$ cat src/rtl/spi_reg_bank_if.sv
// Frame-level link between SPI_Periphery and spi_reg_bank: raw CS/SCK, received command word, readback word.
// Latency: wires only.
// Backpressure: none; the SPI master paces every frame.
interface spi_reg_bank_if;
    logic        spi_cs;
    logic        spi_sck;
    logic [15:0] copi_word;
    logic [15:0] data_send;

    modport master (output spi_cs, spi_sck, copi_word, input data_send);
    modport slave  (input spi_cs, spi_sck, copi_word, output data_send);
endinterface

$ cat src/rtl/spi_reg_bank.sv
// SPI command decoder into an 8-bit config register bank for the buck controller (SPI_REG_PARITY_EN adds odd parity on bit 14).
// Latency: effects land 1 clk after CAPTURE, about SYNC_STAGES+4 clk after the 16th SCK rise; read data returns one frame late.
// Backpressure: none; one command per frame, and extra SCK edges before CS rises are ignored.
module spi_reg_bank #(
    parameter int NUM_REGS    = 8,
    parameter int SYNC_STAGES = 2,
    parameter int FRAME_BITS  = 16
) (
    input  logic                  clk,
    input  logic                  rst_internal,
    spi_reg_bank_if.slave         bus,
    output logic [NUM_REGS*8-1:0] cfg_regs,
    output logic                  wr_strobe,
    output logic [5:0]            wr_addr,
    output logic                  frame_err
);
    typedef enum logic [2:0] {
        S_IDLE,
        S_SHIFT,
        S_GUARD,
        S_CAPTURE,
        S_WAIT_END
    } state_t;

    logic [SYNC_STAGES-1:0] cs_sync;
    logic [SYNC_STAGES-1:0] sck_sync;
    logic                   cs_filt;
    logic                   sck_prev;
    logic                   cs_low;
    logic                   sck_rise;

    state_t      state;
    logic [4:0]  bitcnt;
    logic [7:0]  status_q;
    logic [7:0]  rdata_q;
    logic [15:0] data_send_q;

    logic        cmd_wr;
    logic [5:0]  cmd_addr;
    logic [7:0]  cmd_wdata;
    logic        addr_ok;
    logic        parity_ok;
    logic        cap_write;
    logic        cap_err;
    logic [7:0]  rd_mux;
    logic [7:0]  status_nxt;
    logic [7:0]  rdata_nxt;

    // CS only changes once every synchroniser stage agrees, so glitches shorter than the chain are dropped.
    always_ff @(posedge clk or negedge rst_internal) begin
        if (!rst_internal) begin
            cs_sync  <= '1;
            sck_sync <= '1;
            cs_filt  <= 1'b1;
            sck_prev <= 1'b1;
        end else begin
            cs_sync  <= {cs_sync[SYNC_STAGES-2:0], bus.spi_cs};
            sck_sync <= {sck_sync[SYNC_STAGES-2:0], bus.spi_sck};
            sck_prev <= sck_sync[SYNC_STAGES-1];
            if (cs_sync == '0) begin
                cs_filt <= 1'b0;
            end else if (&cs_sync) begin
                cs_filt <= 1'b1;
            end
        end
    end

    assign cs_low   = ~cs_filt;
    assign sck_rise = sck_sync[SYNC_STAGES-1] & ~sck_prev;

    assign cmd_wr    = bus.copi_word[15];
    assign cmd_addr  = bus.copi_word[13:8];
    assign cmd_wdata = bus.copi_word[7:0];
    assign addr_ok   = (32'(cmd_addr) < 32'(NUM_REGS));

`ifdef SPI_REG_PARITY_EN
    assign parity_ok = ^bus.copi_word;
`else
    logic unused_parity_bit;
    assign parity_ok         = 1'b1;
    assign unused_parity_bit = bus.copi_word[14];
`endif

    always_comb begin
        rd_mux = 8'h00;
        for (int i = 0; i < NUM_REGS; i++) begin
            if (cmd_addr == 6'(i)) rd_mux = cfg_regs[8*i +: 8];
        end
    end

    // Command decode, consumed only in CAPTURE; a status read returns the pre-capture value.
    always_comb begin
        status_nxt      = status_q;
        status_nxt[4:0] = status_q[4:0] + 5'd1;
        rdata_nxt       = rdata_q;
        cap_write       = 1'b0;
        cap_err         = 1'b0;
        if (!parity_ok) begin
            status_nxt[6] = 1'b1;
            cap_err       = 1'b1;
        end else if (cmd_wr) begin
            if (addr_ok) begin
                cap_write = 1'b1;
            end else begin
                status_nxt[7] = 1'b1;
                cap_err       = 1'b1;
            end
        end else if (addr_ok) begin
            rdata_nxt = rd_mux;
        end else if (cmd_addr == 6'h3F) begin
            rdata_nxt       = status_q;
            status_nxt[7:5] = 3'b000;
        end else begin
            rdata_nxt     = 8'h00;
            status_nxt[7] = 1'b1;
            cap_err       = 1'b1;
        end
`ifndef SPI_REG_PARITY_EN
        status_nxt[6] = 1'b0;
`endif
    end

    always_ff @(posedge clk or negedge rst_internal) begin
        if (!rst_internal) begin
            state       <= S_IDLE;
            bitcnt      <= 5'd0;
            cfg_regs    <= '0;
            wr_strobe   <= 1'b0;
            wr_addr     <= 6'd0;
            frame_err   <= 1'b0;
            status_q    <= 8'h00;
            rdata_q     <= 8'h00;
            data_send_q <= 16'h0000;
        end else begin
            wr_strobe <= 1'b0;
            frame_err <= 1'b0;
            case (state)
                S_IDLE: begin
                    if (cs_low) begin
                        state  <= S_SHIFT;
                        bitcnt <= 5'd0;
                    end
                end
                S_SHIFT: begin
                    if (!cs_low) begin
                        state       <= S_IDLE;
                        frame_err   <= 1'b1;
                        status_q[5] <= 1'b1;
                    end else if (sck_rise) begin
                        bitcnt <= bitcnt + 5'd1;
                        if (bitcnt == 5'(FRAME_BITS - 1)) state <= S_GUARD;
                    end
                end
                S_GUARD: begin
                    if (!cs_low) begin
                        state       <= S_IDLE;
                        frame_err   <= 1'b1;
                        status_q[5] <= 1'b1;
                    end else begin
                        state <= S_CAPTURE;
                    end
                end
                S_CAPTURE: begin
                    state       <= S_WAIT_END;
                    status_q    <= status_nxt;
                    rdata_q     <= rdata_nxt;
                    data_send_q <= {status_nxt, rdata_nxt};
                    frame_err   <= cap_err;
                    if (cap_write) begin
                        wr_strobe <= 1'b1;
                        wr_addr   <= cmd_addr;
                        for (int i = 0; i < NUM_REGS; i++) begin
                            if (cmd_addr == 6'(i)) cfg_regs[8*i +: 8] <= cmd_wdata;
                        end
                    end
                end
                S_WAIT_END: begin
                    if (!cs_low) state <= S_IDLE;
                end
                default: state <= S_IDLE;
            endcase
        end
    end

    assign bus.data_send = data_send_q;
endmodule

$ cat src/flat_wrapper.sv
// flat-port wrapper written by rule: the top's interface ports become plain ports
module spi_reg_bank_flat 
#(
    parameter int NUM_REGS    = 8,
    parameter int SYNC_STAGES = 2,
    parameter int FRAME_BITS  = 16
)
  (clk, rst_internal, cfg_regs, wr_strobe, wr_addr, frame_err, bus_spi_cs, bus_spi_sck, bus_copi_word, bus_data_send);
  spi_reg_bank_if bus_i ();
  input  logic clk;
  input  logic rst_internal;
  output logic [NUM_REGS*8-1:0] cfg_regs;
  output logic wr_strobe;
  output logic [5:0] wr_addr;
  output logic frame_err;
  input wire logic [$bits(bus_i.spi_cs)-1:0] bus_spi_cs;
  input wire logic [$bits(bus_i.spi_sck)-1:0] bus_spi_sck;
  input wire logic [$bits(bus_i.copi_word)-1:0] bus_copi_word;
  output wire logic [$bits(bus_i.data_send)-1:0] bus_data_send;
  assign bus_i.spi_cs = bus_spi_cs;
  assign bus_i.spi_sck = bus_spi_sck;
  assign bus_i.copi_word = bus_copi_word;
  assign bus_data_send = bus_i.data_send;
  spi_reg_bank #(.NUM_REGS(NUM_REGS), .SYNC_STAGES(SYNC_STAGES), .FRAME_BITS(FRAME_BITS)) u_core (.clk(clk), .rst_internal(rst_internal), .bus(bus_i), .cfg_regs(cfg_regs), .wr_strobe(wr_strobe), .wr_addr(wr_addr), .frame_err(frame_err));
endmodule
$ cat config.mk
export PLATFORM = sky130hd
export DESIGN_NAME = spi_reg_bank_flat
export DESIGN_NICKNAME = d
export VERILOG_FILES = /design/src/rtl/spi_reg_bank_if.sv /design/src/rtl/spi_reg_bank.sv /design/src/flat_wrapper.sv
export SDC_FILE = /design/constraint.sdc
export NUM_CORES = 1
export LEC_CHECK = 0
export CAP_MARGIN = 5
export CORE_MARGIN = 10
export CORE_UTILIZATION = 54
export CTS_CLUSTER_DIAMETER = 100
export CTS_CLUSTER_SIZE = 16
export DETAILED_ROUTE_END_ITERATION = 8
export GPL_ROUTABILITY_DRIVEN = 0
export GPL_TIMING_DRIVEN = 0
export PLACE_DENSITY = 0.86
export SKIP_CTS_REPAIR_TIMING = 1
export SYNTH_ARGS = -nofsm -noshare
export SYNTH_HDL_FRONTEND = slang
export SYNTH_SLANG_ARGS = --single-unit
$ cat constraint.sdc
create_clock -name clk -period 3.8 [get_ports clk]
set_input_delay 1.14 -clock clk [delete_from_list [all_inputs] [get_ports clk]]
set_output_delay 1.14 -clock clk [all_outputs]
set_load 0.01 [all_outputs]
==> key figures <==
Synth
  – Ys flop type: dfrtp_1
  – Flops & latches, synth: 102
  – Post-Synth XOR/XNOR Area: 0.007311
  – Mapped cell area: 4792 um^2
  – Post-synth ARST share: 1.000
  – Number of synthesized flops with an enable pin: 0
  – Post-synthesis mux area share: 0.1992
  – Syn Inst Count: 395
  – Largest family of logic cells by synthesized area: multiplexers
  – Synth cell types: 49
  – Register area share after synthesis: 0.5342
  – Synth warn: 0
  – Post-Synth Simple-Gate Area: 0.1209
  – Adder-cell area share of the yosys netlist: 0.01044
  – Syn_nets: 419
  – Mean Syn Cell Area: 12.13 um^2
  – Compound-Gate Fraction of Synth Area: 0.08668

Routing
  – Routed WL: 13.00 mm
  – Vias: 3644
  – WL per Instance: 20.90 um
  – DRC: 0
  – Routed Antenna Nets: 0
  – DR iter-0 viols: 186
  – Vias per inst: 5.859
  – Initial DRT Pass Iterations: 4

Pwr
  – PwrDens: 330.2 nW/um^2
  – Max IR drop VDD: 0.2280 mV
  – Leakage Power: 0.002823 uW

Critical path
  – Crit-path max FO: 10
  – Crit. End Element: flip-flop
  – Req. time, crit path: 4.07 ns
  – Worst setup SP type: input port
  – Worst Path Arrival: 3.43 ns
  – Setup CP Type: in -> reg

Clock tree
  – # H-tree levels: 3
  – Insertion delay to the later sink of the worst-skew pair: 0.38 ns
  – Clock Path Buffers: 2
  – Num CTS Buffers: 9
  – CTS tree: built
  – Clock transition at the registers of the reported paths: 0.10 ns
  – Root buf cell: clkbuf_8
  – Clock sink count: 102

Die
  – Die Y: 114.2 um
  – Placeable Area: 8678 um^2
  – # rows: 34
  – Initial Util: 0.5522
  – IO Pins: 108
  – Die X: 114.2 um
  – Die area: 13040 um^2

Finish
  – Area Growth Syn to Fin: 29.24%
  – Final nets: 534
  – Fraction of layout cells with a size suffix above 1: 0.2471
  – Final Non-Filler Cells: 622
  – Fillers: 617
  – Ant. Diodes: 0

STA
  – Fmax: 0.3163 GHz
  – Slew Limit Fails: 0
  – Setup TNS: 0 ns
  – Final setup violation count: 0
  – Fin crit share: 0.8321
  – RSZ-0062 raised after global routing: no
  – Fin worst setup slack: 0.6380 ns
  – Layout Skew: 0.008813 ns
  – Max-slew headroom: 0.4680
  – Final-report hold violation count: 0
  – Slew @ Worst Pin: 0.7920 ns
  – Min Tclk post-route: 3.162 ns

Hold path
  – Type of the worst min-delay path: reg -> reg

Placed design
  – IO buf count: 103
  – Place WS: 0.3168 ns
  – Placed insts: 607
  – DP HPWL: 9.677 mm

GRT
  – All-Layer GR Usage: 0.1974
  – Initial antenna violation count: 0
  – Grt ovf: 0
  – First-pass GRT wire length: 20.44 mm
  – Pin count of the biggest net entering global routing: 71
  – Vias in the first global route: 3845

Run
  – Number of max-cap violations: 0

Status
  – Outcome: finished, final reports clean
[area by class of cell]
cell class | instances | area, um^2 | area share
buffer | 26 | 163.9 | 0.02646
clock buffer | 10 | 127.6 | 0.02061
clock inverter | 5 | 82.58 | 0.01333
inverter | 8 | 30.03 | 0.004848
multi-input combinational | 259 | 2038 | 0.3291
sequential | 102 | 2560 | 0.4133
tap | 108 | 135.1 | 0.02182
timing repair buffer | 104 | 1056 | 0.1705
[registers in the layout (all words and copies together), names as in the netlist]
signal / count
u_core.bitcnt: 5
u_core.cs_filt: 1
u_core.status_q: 7
u_core.wr_addr: 6
u_core.rdata_q: 7
u_core.sck_prev: 1
u_core.wr_strobe: 1
u_core.sck_sync: 2
u_core.cs_sync: 2
u_core.bus.data_send: 2
u_core.cfg_regs: 64
u_core.state: 3
u_core.frame_err: 1
[Yosys cell counts, types with 2 or more instances]
cell | count | share of area
a31o_2 | 6 | 0.011
dfrtp_1 | 96 | 0.50
buf_6 | 4 | 0.0094
nor2_1 | 19 | 0.015
mux2i_1 | 8 | 0.017
mux2_4 | 8 | 0.025
nand3_1 | 6 | 0.0063
a41oi_1 | 5 | 0.0091
a31oi_1 | 5 | 0.0065
mux2_2 | 61 | 0.14
dfstp_2 | 6 | 0.033
o2111ai_1 | 4 | 0.0073
buf_2 | 8 | 0.0084
buf_4 | 7 | 0.011
a21o_1 | 2 | 0.0031
a21oi_1 | 5 | 0.0052
mux4_2 | 3 | 0.014
o21ai_0 | 20 | 0.021
xnor2_1 | 4 | 0.0073
ha_1 | 4 | 0.010
nor3_4 | 2 | 0.0068
nor3_1 | 7 | 0.0073
a211oi_1 | 3 | 0.0047
clkbuf_1 | 6 | 0.0047
a22o_1 | 3 | 0.0055
o22ai_1 | 5 | 0.0065
inv_1 | 8 | 0.0063
or3_1 | 5 | 0.0065
nand4_1 | 8 | 0.010
nand2_1 | 38 | 0.030
nand2b_1 | 8 | 0.010
and2_1 | 4 | 0.0052
[logic make-up after synthesis]
group / count (synthesis)
xor+xnor: 4
compound gates: 62
other cells: 1
simple gates: 108
buf+inv: 34
mux: 80
fa+ha+maj: 4
flops: 102
[through the flow]
stage	total power, uW	area, um^2	hold slack (ns)	util
after floorplan	1221	4792	0.3452	-
after global placement	1299	5958	0.3468	0.6866
after detailed placement	1308	5983	0.3476	0.6894
after CTS	2045	6193	0.3625	0.7137
after global routing	2103	6193	0.3665	0.7137
final	2045	6193	0.3629	0.7137
[worst paths after layout]
| path | from | end | slack [ns] | cells after the start |
|---|---|---|---|---|
| min reg2reg | u_core.sck_sync[0]$_DFF_PN1_ | u_core.sck_sync[1]$_DFF_PN1_ | 0.36 | 0 |
| max in group asynchronous | rst_internal | u_core.cfg_regs[39]$_DFFE_PN0P_ | 2.42 | 2 |
| max reg2reg | u_core.state[2]$_DFFE_PN0P_ | u_core.cfg_regs[3]$_DFFE_PN0P_ | 1.52 | 7 |
| min | u_core.sck_sync[0]$_DFF_PN1_ | u_core.sck_sync[1]$_DFF_PN1_ | 0.36 | 0 |
| min in group asynchronous | rst_internal | u_core.cfg_regs[13]$_DFFE_PN0P_ | 0.70 | 1 |
| max | bus_copi_word[13] | u_core.cfg_regs[3]$_DFFE_PN0P_ | 0.64 | 6 |
[cell usage in the layout (no fill, tap or decap), drive strengths merged, types with 5 or more instances in the layout]
cell             n
a21oi            5
a31o             6
a31oi            5
a41oi            5
buf             22
clkbuf          16
clkdlybuf4s50  102
dfrtp           96
dfstp            6
inv             10
mux2            69
mux2i            8
nand2           39
nand2b           8
nand3            7
nand4            9
nor2            20
nor3            10
o21ai           20
o22ai            5
or3              5
[critical path, cell delays in order]
cell and delay (ns):
clkdlybuf4s50_1 0.45, nor3_2 0.48, nand3_4 0.15, buf_6 0.18, nor4_4 0.60, mux2_2 0.42
[per-layer routing]
layer,track usage,up-vias,wire (um)
li1,-,1654,-
met1,0.2332,1835,5266
met2,0.3242,135,6443
met3,0.06866,20,1006
met4,0.07435,0,286
met5,0,-,0
[power by group]
group          switching [uW]  internal [uW]  total [uW]
clock                     385            372         757
sequential               19.5           1110        1130
combinational            98.8           63.1         162
total                     503           1540        2050
Note: power is estimated with default switching activity, not from simulation.
